`config.mk`:
```
export PLATFORM = sky130hd
export DESIGN_NAME = rsa_exp_ctrl
export DESIGN_NICKNAME = d
export VERILOG_FILES = /design/src/rtl/rsa_exp_ctrl.sv
export SDC_FILE = /design/constraint.sdc
export NUM_CORES = 1
export LEC_CHECK = 0
export BUFFER_PORTS_ARGS = -buffer_cell sky130_fd_sc_hd__buf_4
export CELL_PAD_IN_SITES_DETAIL_PLACEMENT = 1
export CELL_PAD_IN_SITES_GLOBAL_PLACEMENT = 1
export CORE_AREA = 4 4 360 362
export CTS_CLUSTER_SIZE = 16
export DETAILED_ROUTE_END_ITERATION = 6
export DIE_AREA = 0 0 364 366
export HOLD_SLACK_MARGIN = 0.03
export MAX_ROUTING_LAYER = met4
export PLACE_DENSITY = 0.68
export SETUP_SLACK_MARGIN = 0.15
export SYNTH_ARGS = -nofsm -noshare
export SYNTH_HDL_FRONTEND = slang
export SYNTH_SLANG_ARGS = --single-unit
```
`constraint.sdc`:
```
create_clock -name clk -period 2.4 [get_ports clk]
set_input_delay 0 -clock clk [delete_from_list [all_inputs] [get_ports clk]]
set_output_delay 0 -clock clk [all_outputs]
set_load 0.01 [all_outputs]
```
`src/rtl/rsa_exp_ctrl.sv`:
```
// rsa_exp_ctrl: left-to-right square-and-multiply sequencer driving an external modular multiplier.
// Define RSA_EXP_LZ_SKIP_EN to skip leading zero exponent bits in a SCAN state.
module rsa_exp_ctrl #(
  parameter int WIDTH = 128,
  parameter int EXP_W = 32
) (
  input  logic             clk,
  input  logic             reset,
  input  logic             start,
  input  logic             abort,
  input  logic [WIDTH-1:0] base,
  input  logic [WIDTH-1:0] modulus,
  input  logic [EXP_W-1:0] exponent,
  output logic             mm_start,
  output logic [WIDTH-1:0] mm_a,
  output logic [WIDTH-1:0] mm_b,
  output logic [WIDTH-1:0] mm_n,
  input  logic             mm_done,
  input  logic [WIDTH-1:0] mm_result,
  output logic             busy,
  output logic             done,
  output logic [WIDTH-1:0] result
);
  localparam int IW = $clog2(EXP_W);
  localparam logic [IW-1:0] TOP = IW'(EXP_W - 1);
  localparam logic [WIDTH-1:0] ONE = {{(WIDTH-1){1'b0}}, 1'b1};
  typedef enum logic [2:0] {IDLE, SCAN, SQ, SQ_WAIT, MUL, MUL_WAIT, NEXT, DONE} state_t;
  state_t state;
  logic [WIDTH-1:0] acc, b_q, n_q;
  logic [EXP_W-1:0] e_q;
  logic [IW-1:0] idx;
  assign mm_n = n_q;
  always_ff @(posedge clk or negedge reset) begin
    if (!reset) begin
      state    <= IDLE;
      acc      <= ONE;
      idx      <= TOP;
      b_q      <= '0;
      n_q      <= '0;
      e_q      <= '0;
      mm_start <= 1'b0;
      mm_a     <= '0;
      mm_b     <= '0;
      busy     <= 1'b0;
      done     <= 1'b0;
      result   <= '0;
    end else begin
      mm_start <= 1'b0;
      done     <= 1'b0;
      if (abort && state != IDLE) begin
        state <= IDLE;
        busy  <= 1'b0;
      end else begin
        case (state)
          IDLE: if (start && !abort) begin
            b_q   <= base;
            n_q   <= modulus;
            e_q   <= exponent;
            acc   <= ONE;
            idx   <= TOP;
            busy  <= 1'b1;
`ifdef RSA_EXP_LZ_SKIP_EN
            state <= SCAN;
`else
            state <= SQ;
`endif
          end
          SCAN: begin
            // e==0 leaves acc at 1 and finishes without touching the multiplier
            if (e_q == '0) state <= DONE;
            else if (e_q[idx]) state <= SQ;
            else idx <= idx - 1'b1;
          end
          SQ: begin
            mm_start <= 1'b1;
            mm_a     <= acc;
            mm_b     <= acc;
            state    <= SQ_WAIT;
          end
          SQ_WAIT: if (mm_done) begin
            acc   <= mm_result;
            state <= e_q[idx] ? MUL : NEXT;
          end
          MUL: begin
            mm_start <= 1'b1;
            mm_a     <= acc;
            mm_b     <= b_q;
            state    <= MUL_WAIT;
          end
          MUL_WAIT: if (mm_done) begin
            acc   <= mm_result;
            state <= NEXT;
          end
          NEXT: begin
            state <= (idx == '0) ? DONE : SQ;
            idx   <= (idx == '0) ? idx : idx - 1'b1;
          end
          DONE: begin
            done   <= 1'b1;
            result <= acc;
            busy   <= 1'b0;
            state  <= IDLE;
          end
          default: state <= IDLE;
        endcase
      end
    end
  end
endmodule

```
== Yosys cells after proc, flatten, opt, wreduce, memory -nomap -nowiden ==
Index checks and enable logic that the tools add are counted.
Storage, ports and cells
  flip-flop bits (word level): 811
  input port bits: 421
  output and inout bits: 515
  logic and storage cells: 79
Cells by class
  $add $sub $neg: 1
  order comparisons: 1
  equal/unequal tests: 16
  mux-type cells: 27
  bitwise logic cells: 1
  reduce and logical (&&, ||, !) cells: 21
Operators with widths (number)
  128-bit case mux with 2 select lines: 2
  128-bit 2-to-1 mux: 2
  32-bit zero test: 1
  3-bit case mux with 8 select lines: 1
  3-bit 2-to-1 mux: 7
  5-bit 2-to-1 mux: 4
  5-bit case mux with 3 select lines: 1
  3-bit == test (second input constant): 4
  3-bit != test (second input constant): 3
  3-bit nonzero test: 3
  2-bit != test (second input constant): 4
  2-bit AND reduction: 4
  4-bit AND reduction: 2
  1-bit 2-to-1 mux: 7
  3-bit by 2-bit == test with 1-bit output (second input constant): 2
  5-bit by 6-bit less-than comparator with 1-bit output (second input constant): 1
  6-bit AND reduction: 1
  1-bit binary-select mux with 5-bit select: 1
  5-bit zero test: 1
  5-bit by 1-bit subtractor with 5-bit output (second input constant): 1
  4-bit != test (second input constant): 1
  2-bit nonzero test: 2
  2-bit OR reduction: 2
  3-bit by 1-bit == test with 1-bit output (second input constant): 1
  8 further kinds: 9

== Longest topological paths before layout ==
  word-level depth: 6
  depth in mapped cells: 11
  gate-level depth less buffers: 8

== Worst setup path after synthesis ==
OpenSTA, ideal clock, no wires.
  kind: register to register
  start point: reg idx[1]
  end point: reg idx[4]
  setup time: 0.064 ns
  data arrival time: 1.936 ns
  data required time: 2.336 ns
  slack: 0.400 ns
  cell stages (with the launch flop): 10
  buffers on the path: 1
  clock period less this slack: 2.000 ns
  cells stage by stage: dfstp_2 > buf_4 > inv_1 > ha_1 > nand3b_2 > nand2_1 > a221oi_2 > o21ai_2 > or3_1 > nand3_1
Between the ends
  word-level cells in the longest chain between the ends: 4
  elaborated cells between the ends (all ways): 11
  those cells by class: 1 x add/sub; 2 x eq/ne; 6 x mux; 2 x reduce/logical
Ends and longest elaborated chain
  start: declaration: line 31  | logic [IW-1:0] idx;
  start signal: assignment: line 72  | else idx <= idx - 1'b1;
  start signal: assignment: line 96  | idx <= (idx == '0) ? idx : idx - 1'b1;
  1-bit binary-select mux with 5-bit select or 5-bit by 1-bit subtractor with 5-bit output (tied branches): line 71, 72, 96
  1-bit 2-to-1 mux (implied by the code) or 5-bit 2-to-1 mux (tied branches): line 71  | else if (e_q[idx]) state <= SQ;
  2-bit != test (no line) or 5-bit 2-to-1 mux (tied branches)
  6-bit AND reduction (no line) or 5-bit case mux with 3 select lines (tied branches)
Several ways; a longest one is shown, not always the timed one. The select of a mux whose other input is x is not followed.
A chain may end at the register's enable or synchronous reset.

== Worst setup path after layout ==
  start point: reg state[2]
  end point: reg e_q[14]
Between the ends
  word-level cells in the longest chain between the ends: 4
  elaborated cells between the ends (all ways): 5
  those cells by class: 1 x bitwise; 4 x reduce/logical
Ends and longest elaborated chain
  start: declaration: line 28  | state_t state;
  start signal: assignment: line 82  | state <= e_q[idx] ? MUL : NEXT;
  start signal: assignment: line 95  | state <= (idx == '0) ? DONE : SQ;
  3-bit nonzero test: line 50  | if (abort && state != IDLE) begin
  1-bit logical AND: line 50
  1-bit NOT (no line)
  3-bit AND reduction (no line) (*)
  end signal: assignment: line 58  | e_q <= exponent;
  end: declaration: line 30  | logic [EXP_W-1:0] e_q;
Mark *: on every way between the ends. The rest lies on a longest branch, timed or not.

==> impl_metrics.yaml <==
global_route:
  first_pass_grt_wire_length_mm: 237
  grt_max_degree: 129
  grt_pass1_vias: 36600
  grt_util_all_layers: 0.242
  grt_overflow_total: 0
  grt_antenna_before_repair: 29
timing:
  slew_violations: 0
  timing.final.crit_share: 0.908
  timing.fmax_mhz: 459
  clock_skew_ns: 0.0332
  setup_violations: 0
  tns_ns: 0
  worst_pin_slew_ns: 0.801
  fin_worst_hold_slack_ns: 0.0662
  setup_slack_of_the_critical_path_after_layout_ns: 0.222
  rsz0062_at_grt: "true"
  final_period_minus_worst_setup_slack_ns: 2.18
  hold_viol_final: 0
  slew_hr: 0.466
route:
  drt-total-wl_mm: 162
  routed_wire_length_per_instance_um: 23.4
  vias_per_cell: 4.70
  post-route-drc-count: 0
  final_antenna_net_count: 0
  vias: 32600
  detail_route.iter0.violations: 2166
  detailedRoute.firstPassIterationCount: 5
floorplan:
  core.rowCount: 131
  die-area_um2: 133000
  die-width_um: 364
  initial_core_util: 0.256
  core_area_um2: 127000
  die_height_um: 366
  ioPinCount: 936
setup_path:
  critPathTopFamily: "buffers and inverters"
  critPathCaptureType: "flip-flop"
  worst-setup-path-type: "reg2reg"
  worst_ep_required_time_ns: 3.02
  cpMaxStageDelayCell: "dlygate4sd3_1"
  worst_path_most_repeated_cell: "nand2_1"
  cp_num_buf_inv: 4
  critical_path.max_fanout: 8
  worst_setup_path_start_kind: "flip-flop"
  critical_path.cell_chain: "inv_2 > nand2_2 > nor4_4 > buf_6 > clkbuf_16 > nand2_1 > dlygate4sd3_1 > nand2_1"
  cp.arrival_ns: 2.80
  timing.critical_path.slowest_cell_delay_ns: 0.57
flow_run:
  maximum_capacitance_violations: 0
placed_design:
  routabilityCongestion: 0.866
  preCtsSetupSlack_ns: 0.244
  io_buffer_count: 935
  post-dp-hpwl_mm: 99.0
layout:
  fillerInstances: 14500
  final_layout_size_suffix_gt1_frac: 0.231
  final_cell_mix: "nand2_1, buf_4, dfrtp_1"
  final-seq-area_um2: 20300
  multi_input_comb_area_um2: 11000
  leading_cell_type_in_the_layout_fill_and_taps_excluded: "nand2_1"
  layout.nets: 5583
  flow.area_growth_from_synthesis_pct: 60.4
cts:
  htreeDepth: 3
  cts.sinks: 811
  cts_max_path_buffers: 3
  cts_tree: "done"
  clkTransAtPathRegs_ns: 0.06
  cts_inserted_buffers: 96
  insertion_delay_ns: 0.70
  cts.root.buffer_cell: "clkbuf_16"
synth:
  syn-mean-instance-area_um2: 9.12
  synth-seq-area-share: 0.627
  synth_area_um2: 32400
  yosys.area.top_type: "dfrtp_1"
  synth_top_cells_by_area: "dfrtp_1, nand2_1, mux2i_1"
  synth_top_area_share: 0.622
  synthesis.yosys.warnings: 0
  ys_ff_latch: 811
  synth_cells: 3553
  synth.net_count: 3976
  ys_types: 46
power_and_ir_drop:
  max-vdd-ir-drop_uv: 634
  total_leakage_power_nw: 27.1
  power_density_nw_per_um2: 1080
run_status:
  status: "complete, no violations"
worst_hold_path:
  hp-class: "in2reg"
==> layout make-up <==
type,instances,share of cell area
Sequential cell,811,0.391
Inverter,9,0.000843
Timing Repair Buffer,1722,0.293
Antenna cell,27,0.00130
Clock buffer,145,0.0542
Clock inverter,31,0.00821
Tap cell,1662,0.0400
Multi-Input combinational cell,2520,0.211
==> layer usage <==
metal | GRT usage | part of all wire
met3 | 0.0572 | 0.061
met2 | 0.401 | 0.49
met1 | 0.262 | 0.38
met4 | 0.147 | 0.072
met5 | - | 0
==> final timing paths <==
| kind | slack [ns] | cells past startpoint | from | to |
|---|---|---|---|---|
| setup reg to reg | 0.22 | 8 | state[2] | e_q[14] |
| hold reg to reg | 0.47 | 2 | b_q[39] | b_q[39] |
| max in group asynchronous | 1.47 | 3 | reset | mm_n[101] |
| setup / recovery | 0.22 | 8 | state[2] | e_q[14] |
| hold / removal | 0.07 | 4 | exponent[18] | e_q[18] |
| min in group asynchronous | 0.23 | 3 | reset | mm_b[86] |
==> metrics by stage <==
step           power [mW]  instances  cell area (µm²)   util
6_report             56.4       6927            52000  0.410
5_1_grt              59.5       6927            52000  0.410
4_1_cts              55.7       6888            51800  0.409
2_1_floorplan        29.2       3553            32400      -
3_3_place_gp         38.8       6025            41600  0.329
3_5_place_dp         39.4       6025            41600  0.329
==> flip-flops by register name, indices dropped and copies added, names as in the netlist <==
name	flops
acc	128
b_q	128
busy	1
done	1
e_q	32
idx	5
mm_a	128
mm_b	128
mm_n	128
mm_start	1
result	128
state	3
==> where the power goes <==
part,total (mW),switching (mW),internal (mW)
Sequential,22.6,4.24,18.3
Combinational,18.6,10.9,7.71
Clock,15.2,6.36,8.80
Total,56.4,21.5,34.8
==> worst register-to-register path, cell delays in order, from the launching register on <==
cell and delay (ns):
dfrtp_2 0.45, inv_2 0.12, nand2_2 0.09, nor4_4 0.29, buf_6 0.19, clkbuf_16 0.22
nand2_1 0.09, dlygate4sd3_1 0.57, nand2_1 0.10
==> kinds of logic after synthesis <==
| kind of cell | after synthesis | share of synthesized area |
|---|---|---|
| xor gates and xnor gates | 2 | 0.000541 |
| muxes | 146 | 0.0451 |
| and+or+nand+nor | 2212 | 0.265 |
| buffers and inverters | 222 | 0.0361 |
| AOI/OAI and AO/OA | 158 | 0.0258 |
| adders and majority gates | 2 | 0.000772 |
| DFF | 811 | 0.627 |
==> cell usage after synthesis (all sizes together) <==
library cell / number
a22oi: 5
nor4: 10
a31oi: 1
and4: 1
o211ai: 1
clkbuf: 96
clkinv: 1
nand2b: 2
or2: 2
and2: 2
nand3b: 2
nor3: 3
dfstp: 6
inv: 8
or3: 3
dfrtp: 805
ha: 2
mux2i: 146
nand3: 134
xor2: 1
and2b: 1
xnor2: 1
a2bb2oi: 1
a32oi: 1
buf: 117
a211oi: 1
a21oi: 7
a221oi: 1
nand2: 2030
nand4: 3
nor2: 11
o211a: 1
nand4b: 1
o21ai: 139
nor2b: 6
or4b: 1
==> timing repair <==
action,4_1_cts,5_1_grt
setup endpoints to repair,0,49
buffers inserted,0,8
hold buffers,687,0
hold endpoints to repair,1233,0
gates resized for setup,0,8
Power figures use the tool's default switching activity.
